## config.mk

```make
export PLATFORM = sky130hd
export DESIGN_NAME = pipe_mac_arbiter
export DESIGN_NICKNAME = d
export VERILOG_FILES = /design/src/rtl/pipe_mac_arbiter.sv
export SDC_FILE = /design/constraint.sdc
export NUM_CORES = 1
export LEC_CHECK = 0
export BUFFER_PORTS_ARGS = -buffer_cell sky130_fd_sc_hd__buf_2
export CORE_UTILIZATION = 41
export DETAILED_ROUTE_END_ITERATION = 12
export PLACE_DENSITY_LB_ADDON = 0.1
export SLEW_MARGIN = 15
export SYNTH_ARGS = -nofsm -noshare
export SYNTH_HDL_FRONTEND = slang
export SYNTH_SLANG_ARGS = --single-unit
```

## constraint.sdc

```tcl
create_clock -name clk -period 2.5 [get_ports clk]
set_input_delay 0.125 -clock clk [delete_from_list [all_inputs] [get_ports clk]]
set_output_delay 0.125 -clock clk [all_outputs]
set_load 0.1 [all_outputs]
```

## src/rtl/pipe_mac_arbiter.sv

```systemverilog
// Two-requester round-robin front end for the shared 4-stage multiply-add pipeline.
// Tags each issued operation so the result is routed back to its requester.
module pipe_mac_arbiter #(
  parameter int DW      = 8,
  parameter int RW      = 16,
  parameter int LATENCY = 4
) (
  input  logic          clk,
  input  logic          reset,
  input  logic          hold,
  input  logic          req0_valid,
  output logic          req0_ready,
  input  logic [DW-1:0] req0_a,
  input  logic [DW-1:0] req0_b,
  input  logic [DW-1:0] req0_c,
  input  logic          req1_valid,
  output logic          req1_ready,
  input  logic [DW-1:0] req1_a,
  input  logic [DW-1:0] req1_b,
  input  logic [DW-1:0] req1_c,
  output logic [DW-1:0] pipe_a,
  output logic [DW-1:0] pipe_b,
  output logic [DW-1:0] pipe_c,
  input  logic [RW-1:0] pipe_g,
  output logic          rsp0_valid,
  output logic          rsp1_valid,
  output logic [RW-1:0] rsp_data,
  output logic          idle
);

  localparam int CW = $clog2(LATENCY + 2);
  localparam logic [CW-1:0] ONE = CW'(1);

  typedef enum logic [1:0] {IDLE, RUN, DRAIN} state_t;

  typedef struct packed {
    logic vld;
    logic id;
  } tag_t;

  state_t             state;
  state_t             state_nxt;
  tag_t [LATENCY:0]   tags;
  tag_t               tag_in;
  logic [CW-1:0]      inflight;
  logic [CW-1:0]      inflight_nxt;
  logic               last_grant;
  logic               issue;
  logic               gnt_id;
  logic               retire;

  // Ties go to whichever requester was not granted last.
  always_comb begin
    req0_ready = 1'b0;
    req1_ready = 1'b0;
    if (reset && !hold) begin
      unique case ({req1_valid, req0_valid})
        2'b11: begin
          req0_ready = last_grant;
          req1_ready = ~last_grant;
        end
        2'b01:   req0_ready = 1'b1;
        2'b10:   req1_ready = 1'b1;
        default: ;
      endcase
    end
  end

  assign issue      = req0_ready | req1_ready;
  assign gnt_id     = req1_ready;
  assign retire     = tags[LATENCY].vld;
  assign tag_in.vld = issue;
  assign tag_in.id  = gnt_id;

  always_comb begin
    inflight_nxt = inflight;
    unique case ({issue, retire})
      2'b10:   inflight_nxt = inflight + ONE;
      2'b01:   inflight_nxt = inflight - ONE;
      default: ;
    endcase
  end

  always_comb begin
    state_nxt = state;
    unique case (state)
      IDLE: begin
        if (issue) state_nxt = RUN;
      end
      RUN: begin
        if (inflight_nxt == '0) state_nxt = IDLE;
        else if (hold)          state_nxt = DRAIN;
      end
      DRAIN: begin
        if (inflight_nxt == '0) state_nxt = IDLE;
        else if (!hold)         state_nxt = RUN;
      end
      default: state_nxt = IDLE;
    endcase
  end

  always_ff @(posedge clk or negedge reset) begin
    if (!reset) begin
      state      <= IDLE;
      tags       <= '0;
      inflight   <= '0;
      last_grant <= 1'b1;
      pipe_a     <= '0;
      pipe_b     <= '0;
      pipe_c     <= '0;
    end else begin
      state    <= state_nxt;
      tags     <= {tags[LATENCY-1:0], tag_in};
      inflight <= inflight_nxt;
      pipe_a   <= issue ? (gnt_id ? req1_a : req0_a) : '0;
      pipe_b   <= issue ? (gnt_id ? req1_b : req0_b) : '0;
      pipe_c   <= issue ? (gnt_id ? req1_c : req0_c) : '0;
      if (issue) last_grant <= gnt_id;
    end
  end

  assign rsp0_valid = retire & ~tags[LATENCY].id;
  assign rsp1_valid = retire &  tags[LATENCY].id;
  assign rsp_data   = pipe_g;
  assign idle       = (state == IDLE) & ~issue;

endmodule
```

==> results.yml <==
cells_and_area:
  layout_commonest_cell: "buf_2"
  seqCellArea_mm2: 0.00100
  antenna-diode-count: 0
  drive_gt1_share_pct: 51.1
  synthToLayoutAreaGrowth_pct: 24.3
  final_cell_mix: "buf_2, dfrtp_1, a22o_1, clkbuf_8"
  fin_util_pct: 54.6
  layout.nets: 259
  fill_cells: 319
  multi_input_area_um2: 475
sta:
  tightest_slew_ps: 998
  slew_violations: 0
  slew-limit-headroom_pct: 33.5
  min_period_over_period_pct: 95.1
  fmax_mhz: 421
  setup_tns_ps: 0
  fin_crit_ps: 2380
  clock-skew-final_ps: 6.51
  rsz0062_at_grt: "false"
  hold_viol: 0
  setup_viol: 0
setup_path:
  arrival_ps: 2540
  cp.required_ps: 2660
  rr_startpoint: "retire$_DFF_PN0_"
  cpPeakStageDelay_ps: 520
  critPathKind: "input port to flip-flop"
  cp_max_fo: 6
  cp-end-kind: "flip-flop"
  rrSetupSlack_ps: 520
  regToRegEndpoint: "state[0]$_DFFE_PN0P_"
  reg2reg_depth: 5
  critPathBufInv: 2
  worstPathCellList: "dlygate4sd3_1 > buf_2 > nor2b_4 > nand2_1 > ha_2 > fa_1 > or3b_2 > o211ai_1 > a22oi_1"
  crit_family: "simple AND/OR/NAND/NOR gates"
  start_kind: "input port"
  critPathSlowestCell: "dlygate4sd3_1"
placement:
  gp_congestion: 0.759
  detailed_place_hpwl_mm: 2.42
  io_buffer_count: 81
run:
  drv_cap: 0
clock_network:
  tritoncts: "done"
  cts_max_level: 2
  cts_sinks: 40
  clkLatencyLatePin_ps: 280
  cts_setup_buffers: 0
  clock-root-buffer: "clkbuf_8"
  clkTransAtPathRegs_ps: 70
  clockBufferDepth: 2
  cts_buffers: 5
yosys:
  yosys-mux-area-fraction_pct: 0.679
  yosys.cell_types.count: 30
  synth_top_family_by_area: "compound AO/OA/AOI/OAI gates"
  postSynthCellCount: 120
  syn_area_per_cell_um2: 13.8
  synth_seq_area_share_pct: 60.5
  ys_ff_latch: 40
  synth_compound_area_share_pct: 15.4
  yosysWarnings: 0
  synth-simple-area-share_pct: 6.64
  synth_fa_ha_area_share_pct: 1.96
  synthXorXnorAreaFrac_pct: 3.55
  synth_area_mm2: 0.00166
  synth_nets: 191
die:
  die_h_um: 65.6
  io_pins: 114
  die_w_um: 65.6
  dieArea_mm2: 0.00430
  initial_utilization_pct: 44.0
  coreArea_mm2: 0.00377
  rows: 22
power_and_ir_drop:
  clockPowerShare_pct: 22.8
  p_leak_nw: 1.15
  powerDensity_mw_per_mm2: 824
  p_switching_w: 0.000612
  p_sw_share_pct: 36.1
  pwr-share-seq_pct: 46.0
  combPwrFrac_pct: 31.3
  intPower_w: 0.00109
  vdd_drop_max_mv: 0.326
global_route:
  grt_overflow: 0
  antenna_found_initial: 0
  grt_max_degree: 41
  grt_pass1_wl_mm: 5.15
  grt_pass1_vias: 1195
  track_usage_pct: 16.2
detailed_routing:
  wl_per_cell_um: 13.6
  via_count: 1156
  antenna_left: 0
  drt_drc_violations_left: 0
  vias_per_cell: 4.90
  routed_wl_mm: 3.22
  dr.pass1.iters: 4
  first_iter_violations: 16
worst_hold_path:
  holdPathStages: 2
  hp-start: "req0_valid"
  min_to: "last_grant$_DFFE_PN1P_"
  hp-class: "input port to flip-flop"
outcome:
  run_status: "complete, no violations"
[cells in the mapped netlist (all sizes together)]
cell | count | area, µm²
dfrtp | 39 | 976
a22o | 24 | 210
buf | 22 | 180
nand2 | 3 | 11.3
nor2 | 3 | 11.3
a31oi | 2 | 12.5
and3 | 2 | 17.5
inv | 2 | 7.51
nor2b | 2 | 20.0
o211ai | 2 | 15.0
xnor2 | 2 | 17.5
xor2 | 2 | 17.5
a21oi | 1 | 5.00
a22oi | 1 | 7.51
and2 | 1 | 6.26
and2b | 1 | 7.51
dfstp | 1 | 26.3
fa | 1 | 20.0
ha | 1 | 12.5
mux2 | 1 | 11.3
nand2b | 1 | 6.26
nor3 | 1 | 5.00
o21ai | 1 | 5.00
or2 | 1 | 6.26
or3b | 1 | 8.76
or4b | 1 | 10.0
xor3 | 1 | 23.8
[how the worst max path moves through the flow]
| stage | slack, ps | start | cells after the start | end |
|---|---|---|---|---|
| floorplan | 500 | req1_valid | 7 | state[0]$_DFFE_PN0P_ |
| global placement | 310 | req1_valid | 8 | state[0]$_DFFE_PN0P_ |
| detailed placement | 250 | req1_valid | 8 | state[0]$_DFFE_PN0P_ |
| CTS | 110 | reset | 9 | state[0]$_DFFE_PN0P_ |
| global route | 30 | reset | 9 | state[0]$_DFFE_PN0P_ |
| finish | 120 | reset | 9 | state[0]$_DFFE_PN0P_ |
[layer usage]
metal	routed length (µm)	track usage (%)	vias to the layer above
li1	-	-	541
met1	1190	17.5	535
met2	1610	27.8	73
met3	356	6.94	7
met4	56	6.52	0
met5	0	0	-
[power groups by stage]
stage	Combinational (W)	Sequential [W]	Clock (W)
2_1_floorplan	0.000397	0.000925	0
3_3_place_gp	0.000521	0.000789	0
3_5_place_dp	0.000534	0.000790	0
4_1_cts	0.000535	0.000781	0.000404
5_1_grt	0.000572	0.000797	0.000430
6_report	0.000531	0.000780	0.000387
[kinds of logic after synthesis]
logic type	after synthesis
AOI/OAI and AO/OA	31
xor gates and xnor gates	5
adders and majority gates	2
buffers and inverters	24
DFF	40
muxes	1
and+or+nand+nor	17
[metrics by stage]
stage	setup slack (ps)	cell area (µm²)	total power, W	cells	hold WS (ps)
final	123	2060	0.00170	236	45.3
after global routing	28.5	2060	0.00180	236	46.2
after CTS	113	2060	0.00172	236	41.3
after detailed placement	248	1970	0.00132	228	247
after global placement	313	1970	0.00131	228	241
after floorplan	495	1660	0.00132	120	-171
[flip-flops by register name (all words and copies together) (netlist names)]
| name | count |
|---|---|
| retire | 1 |
| inflight | 3 |
| pipe_b | 8 |
| tags | 9 |
| pipe_c | 8 |
| state | 2 |
| last_grant | 1 |
| pipe_a | 8 |
[area by class of cell]
cell class,count,area share (%)
clock buffer,6,3.52
timing repair buffer,83,21.3
multi-input combinational,56,23.1
clock inverter,1,0.243
tap,48,2.91
inverter,2,0.364
sequential,40,48.6
[what timing repair did]
item                                    in CTS  in global routing
hold buffers                                 1                  0
resized for setup                            0                  1
hold endpoints to repair                    39                  0
endpoints found under the setup margin       0                  1
(Power assumes the default switching activity.)
